`src/rtl/gpu_pkg.sv`:
```
// Shared types and opcode field layout for the 2D GPU command path.
// Opcode layout: [95:92] shape, [91:76] color, [75:0] four 19-bit coords.
package gpu_pkg;

  localparam int COLOR_W   = 16;
  localparam int COORD_W   = 19;
  localparam int OPCODE_W  = 96;
  localparam int SHAPE_MSB = 95;
  localparam int COLOR_MSB = 91;
  localparam int SHAPE_W   = SHAPE_MSB - COLOR_MSB;

  typedef enum logic [SHAPE_W-1:0] {
    SHAPE_LINE     = 4'd0,
    SHAPE_TRIANGLE = 4'd1,
    SHAPE_CIRCLE   = 4'd2
  } shape_t;

  // Shape codes are dense from zero, so legality is a single upper bound.
  function automatic logic shape_legal(input logic [SHAPE_W-1:0] code);
    return code <= SHAPE_CIRCLE;
  endfunction

endpackage

```
`src/rtl/opcode_fifo.sv`:
```
// Synchronous first-word-fall-through FIFO for assembled opcodes.
// Occupancy is tracked in its own counter, so the pointers never need an extra wrap bit.
module opcode_fifo #(
  parameter int WIDTH = 96,
  parameter int DEPTH = 4
) (
  input  logic                     clk,
  input  logic                     rst,
  input  logic                     clear_i,
  input  logic                     push_i,
  input  logic [WIDTH-1:0]         data_i,
  input  logic                     pop_i,
  output logic [WIDTH-1:0]         head_o,
  output logic [$clog2(DEPTH):0]   count_o
);

  localparam int AW = $clog2(DEPTH);
  localparam int CW = AW + 1;

  logic [WIDTH-1:0] mem_q [DEPTH];
  logic [AW-1:0]    wr_ptr_q, wr_ptr_d;
  logic [AW-1:0]    rd_ptr_q, rd_ptr_d;
  logic [CW-1:0]    count_q, count_d;
  logic             do_push, do_pop;

  assign do_push = push_i && (count_q != CW'(DEPTH));
  assign do_pop  = pop_i && (count_q != '0);

  always_comb begin
    wr_ptr_d = wr_ptr_q;
    rd_ptr_d = rd_ptr_q;
    count_d  = count_q;
    if (do_push) wr_ptr_d = wr_ptr_q + AW'(1);
    if (do_pop)  rd_ptr_d = rd_ptr_q + AW'(1);
    case ({do_push, do_pop})
      2'b10:   count_d = count_q + CW'(1);
      2'b01:   count_d = count_q - CW'(1);
      default: count_d = count_q;
    endcase
    if (clear_i) begin
      wr_ptr_d = '0;
      rd_ptr_d = '0;
      count_d  = '0;
    end
  end

  always_ff @(posedge clk) begin
    if (rst) begin
      wr_ptr_q <= '0;
      rd_ptr_q <= '0;
      count_q  <= '0;
    end else begin
      wr_ptr_q <= wr_ptr_d;
      rd_ptr_q <= rd_ptr_d;
      count_q  <= count_d;
    end
  end

  // Storage needs no reset: the head is masked to zero whenever the FIFO is empty.
  always_ff @(posedge clk) begin
    if (do_push && !clear_i && !rst) mem_q[wr_ptr_q] <= data_i;
  end

  assign head_o  = (count_q != '0) ? mem_q[rd_ptr_q] : '0;
  assign count_o = count_q;

endmodule

```
`src/rtl/opcode_assembler.sv`:
```
// Packs three host words into one opcode, drops illegal shapes with an error pulse,
// and queues legal opcodes for opdecode behind a valid/ready handshake.
module opcode_assembler #(
  parameter int WORD_W   = 32,
  parameter int OPCODE_W = 96,
  parameter int DEPTH    = 4
) (
  input  logic                     clk,
  input  logic                     rst,
  input  logic                     wr_en,
  input  logic [WORD_W-1:0]        wr_data,
  output logic                     wr_ready,
  input  logic                     flush,
  output logic                     op_valid,
  input  logic                     op_ready,
  output logic [OPCODE_W-1:0]      opcode,
  output logic [$clog2(DEPTH):0]   fifo_count,
  output logic                     err_bad_shape
);

  import gpu_pkg::*;

  localparam int HI_W  = OPCODE_W - WORD_W;
  localparam int CNT_W = $clog2(DEPTH) + 1;

  logic [1:0]          word_cnt_q, word_cnt_d;
  logic [HI_W-1:0]     asm_q, asm_d;
  logic                err_q, err_d;
  logic                accept, complete, legal, push, pop;
  logic [OPCODE_W-1:0] push_data;

  // Only the third word can stall; it depends on registered state alone.
  assign wr_ready  = (word_cnt_q != 2'd2) || (fifo_count < CNT_W'(DEPTH));
  assign accept    = wr_en && wr_ready && !flush;
  assign complete  = accept && (word_cnt_q == 2'd2);
  assign legal     = shape_legal(asm_q[SHAPE_MSB-WORD_W -: SHAPE_W]);
  assign push      = complete && legal;
  assign pop       = op_valid && op_ready && !flush;
  assign push_data = {asm_q, wr_data};

  always_comb begin
    word_cnt_d = word_cnt_q;
    asm_d      = asm_q;
    err_d      = complete && !legal;
    if (accept) begin
      case (word_cnt_q)
        2'd0: begin
          asm_d[HI_W-1 -: WORD_W] = wr_data;
          word_cnt_d              = 2'd1;
        end
        2'd1: begin
          asm_d[WORD_W-1:0] = wr_data;
          word_cnt_d        = 2'd2;
        end
        default: word_cnt_d = 2'd0;
      endcase
    end
    if (flush) begin
      word_cnt_d = 2'd0;
      err_d      = 1'b0;
    end
  end

  always_ff @(posedge clk) begin
    if (rst) begin
      word_cnt_q <= 2'd0;
      asm_q      <= '0;
      err_q      <= 1'b0;
    end else begin
      word_cnt_q <= word_cnt_d;
      asm_q      <= asm_d;
      err_q      <= err_d;
    end
  end

  opcode_fifo #(
    .WIDTH (OPCODE_W),
    .DEPTH (DEPTH)
  ) u_fifo (
    .clk     (clk),
    .rst     (rst),
    .clear_i (flush),
    .push_i  (push),
    .data_i  (push_data),
    .pop_i   (pop),
    .head_o  (opcode),
    .count_o (fifo_count)
  );

  assign op_valid      = (fifo_count != '0);
  assign err_bad_shape = err_q;

endmodule
```
`config.mk`:
```
export PLATFORM = sky130hd
export DESIGN_NAME = opcode_assembler
export DESIGN_NICKNAME = d
export VERILOG_FILES = /design/src/rtl/gpu_pkg.sv /design/src/rtl/opcode_fifo.sv /design/src/rtl/opcode_assembler.sv
export SDC_FILE = /design/constraint.sdc
export NUM_CORES = 1
export LEC_CHECK = 0
export ABC_AREA = 1
export CORE_UTILIZATION = 48
export CTS_BUF_LIST = sky130_fd_sc_hd__clkbuf_8
export DETAILED_ROUTE_END_ITERATION = 8
export DONT_BUFFER_PORTS = 1
export GPL_TIMING_DRIVEN = 0
export PLACE_DENSITY_LB_ADDON = 0.25
export SLEW_MARGIN = 20
export SYNTH_ARGS = -nofsm -noshare
export SYNTH_HDL_FRONTEND = slang
export SYNTH_HIERARCHICAL = 1
export SYNTH_SLANG_ARGS = --single-unit
export TNS_END_PERCENT = 20
```
`constraint.sdc`:
```
create_clock -name clk -period 13.3 [get_ports clk]
set_input_delay 1.995 -clock clk [delete_from_list [all_inputs] [get_ports clk]]
set_output_delay 1.995 -clock clk [all_outputs]
set_load 0.01 [all_outputs]
```
==> results_dict.tcl <==
set metrics [dict create \
    area_growth_syn_to_layout_pct 13.06 \
    final_common_cell "nor2_1" \
    insertion_delay_ns 0.59 \
    grtUsageTotal 0.2432 \
    finalWirelength_um 45790 \
    ant_nets 0 \
    relSlewSlack 0.4837 \
    power_density_nw_per_um2 132.6 \
    remaining_drc_errors 0 \
    synth_edf_count 384 \
    finalHoldViolCount 0 \
    fp.dieArea_um2 37910 \
    ys.flop_type "edfxtp_1" \
    min_to "asm_q[44]$_SDFFE_PP0P_" \
    viasPerCell 5.468 \
    grt.overflow.total 0 \
    fin_ws_ns 8.660 \
    fin_hold_ws_ns 0.5012 \
    fin_util 0.5505 \
    path_buf_inv 4 \
    critical-path-slowest-cell "nor2_4" \
    cpMostUsedCell "nor2_4" \
    synth_cell_type_count 26 \
    finClkSkew_ns 0.02528 \
    worst-path-stages 10 \
    wire_per_inst_um 21.48 \
    cts_tree "done" \
    async_flop_share 0 \
    stdcell_area_um2 20150 \
    cts.clk_slew.worst_paths_ns 0.06 \
    hold_path_class "flip-flop to flip-flop" \
    synth.ff_latch_count 460 \
    place_area_um2 18840 \
    syn_inst 1514 \
    netlist_area_um2 17830 \
    place_ws_ns 8.071 \
    die_w_um 194.7 \
    antenna_found_initial 2 \
    cts_sinks 460 \
    drive_above_1_share 0.1100 \
    num_antenna_cells 0 \
    cts_hold_buffers 0 \
    cts.repair.resized 0 \
    worstPathCellList "inv_1 > nor2_4 > buf_2 > nand4_1 > nor2_1 > a21boi_0 > nand2_1 > nor2_4 > buf_12 > buf_16" \
    crit_path_end_kind "flip-flop" \
    port_buffers 0 \
    cts_buffer_depth 3 \
    hp-start "asm_q[44]$_SDFFE_PP0P_" \
    max_freq_mhz 215.5 \
    r2r_end "u_fifo/mem_q[3][48]$_DFFE_PP_" \
    critPathRequiredTime_ns 13.58 \
    critPathLaunchType "primary input" \
    initial_core_util 0.4869 \
    worst-r2r-setup-slack_ns 9.94 \
    cpPeakStageDelay_ns 0.68 \
    clockRootBuffer "clkbuf_8" \
    worst_slew_pin_slew_ns 0.7726 \
    grt_pass1_vias 11170 \
    rsz0062_at_grt "false" \
    htree_levels 3 \
    min_period_ns 4.640 \
    core_um2 36610 \
    hold_depth 2 \
    max_cap_violations 0 \
    crit_type "primary input to flip-flop" \
    numCtsBuffers 73 \
    synth.avg_cell_area_um2 11.77 \
    place.gp.congestion 0.8320 \
    cp_max_fo 20 \
    die_y_um 194.7 \
    syn-num-nets 1557 \
    status "finished clean" \
    r2r-start "word_cnt_q[0]$_SDFFE_PP0N_" \
    finalSetupViolations 0 \
    synth-warning-count 6 \
    synth.yosys.seq_area_share 0.7322 \
    setup_tns_ns 0 \
    postCtsSetupBuffers 0 \
    grt_max_degree 26 \
    first_pass_iters 7 \
    cp_top_family "simple AND/OR/NAND/NOR gates" \
    drtIter0Drc 1081 \
    hpwl_um 30360 \
    r2r_cells 9 \
    vias 11660 \
    layout.nets 1649 \
    fin_crit_sh 0.3489 \
    irDropWorstVdd_v 0.00008898 \
    critPathArrivalTime_ns 4.92 \
    p_leak_nw 6.879 \
    num_rows 70 \
    most-common-layout-cells "nor2_1, edfxtp_1, o21ai_0" \
    io_pins 139 \
    grt_pass1_wl_um 68140 \
    slew_viol_final 0 \
]
-- metrics by stage --
stage	power, mW	cells
2_1_floorplan	1.614	1514
3_5_place_dp	1.625	1999
4_1_cts	2.691	2132
3_3_place_gp	1.624	1982
5_1_grt	2.761	2132
6_report	2.673	2132
-- how the worst max path moves through the flow --
stage                     startpoint                       endpoint  slack, ns
after floorplan                wr_en   u_fifo/mem_q[0][0]$_DFFE_PP_       5.51
after global placement         wr_en  u_fifo/mem_q[3][48]$_DFFE_PP_       1.99
after detailed placement       wr_en  u_fifo/mem_q[3][48]$_DFFE_PP_       8.07
after CTS                      wr_en  u_fifo/mem_q[3][48]$_DFFE_PP_       8.68
after global routing           wr_en  u_fifo/mem_q[3][52]$_DFFE_PP_       8.49
final                          wr_en  u_fifo/mem_q[3][48]$_DFFE_PP_       8.66
-- power breakdown --
| group | switching (mW) | internal (mW) | leakage [nW] |
|---|---|---|---|
| Sequential | 0.00939 | 1.56 | 3.88 |
| Clock | 0.531 | 0.547 | 0.800 |
| Combinational | 0.0171 | 0.00890 | 2.20 |
-- final cells by class --
type                    count  area, um^2
fillers                  3132       16460
plain buffers              95       540.5
clock buffers              79        1087
inverters                  26       102.6
flip-flops and latches    460       13050
clock inverters            54       225.2
multi-input cells         933        4160
repair buffers             17       400.4
well taps                 468       585.6
-- cell usage after synthesis (3+ instances only) --
master	count	area, um^2
a21oi_1	133	665.6
buf_1	6	22.52
buf_2	20	100.1
buf_4	28	210.2
buf_6	5	56.30
clkbuf_1	35	131.4
dfxtp_1	76	1521
edfxtp_1	384	11530
ha_1	5	62.56
inv_1	21	78.83
inv_2	4	15.01
nand2_1	54	202.7
nand3_1	38	190.2
nor2_1	458	1719
nor2_2	9	56.30
nor2_4	3	33.78
o21ai_0	203	1016
o21ai_1	23	115.1
-- worst reg2reg max path: cells and delay by family (launching register included) --
kind                   cells  cell delay (ns)
flip-flops                 1             0.41
AND/OR/NAND/NOR            5             1.61
buffers and inverters      3             0.57
AO/OA/AOI/OAI              1             0.47
-- registers in the layout (all words and copies together) (netlist names), named ones only --
name and count:
u_fifo/rd_ptr_q 2, asm_q 64, u_fifo/count_o 3, word_cnt_q 2, u_fifo/wr_ptr_q 2, err_bad_shape 1, u_fifo/mem_q 384
-- logic make-up after synthesis --
kind of cell               Yosys count  share of synthesized area
AOI/OAI and AO/OA                  360                     0.1012
adders and majority gates            6                   0.004633
buffers and inverters              121                    0.03608
DFF                                460                     0.7322
and+or+nand+nor                    567                     0.1259
-- per-layer routing --
metal | GRT usage | vias up | part of all wire
li1 | - | 5488 | -
met1 | 0.3287 | 5643 | 0.42
met2 | 0.3791 | 452 | 0.47
met3 | 0.07097 | 73 | 0.092
met4 | 0.07701 | 2 | 0.024
met5 | 0 | - | 0.000066
Power figures use the tool's default switching activity.
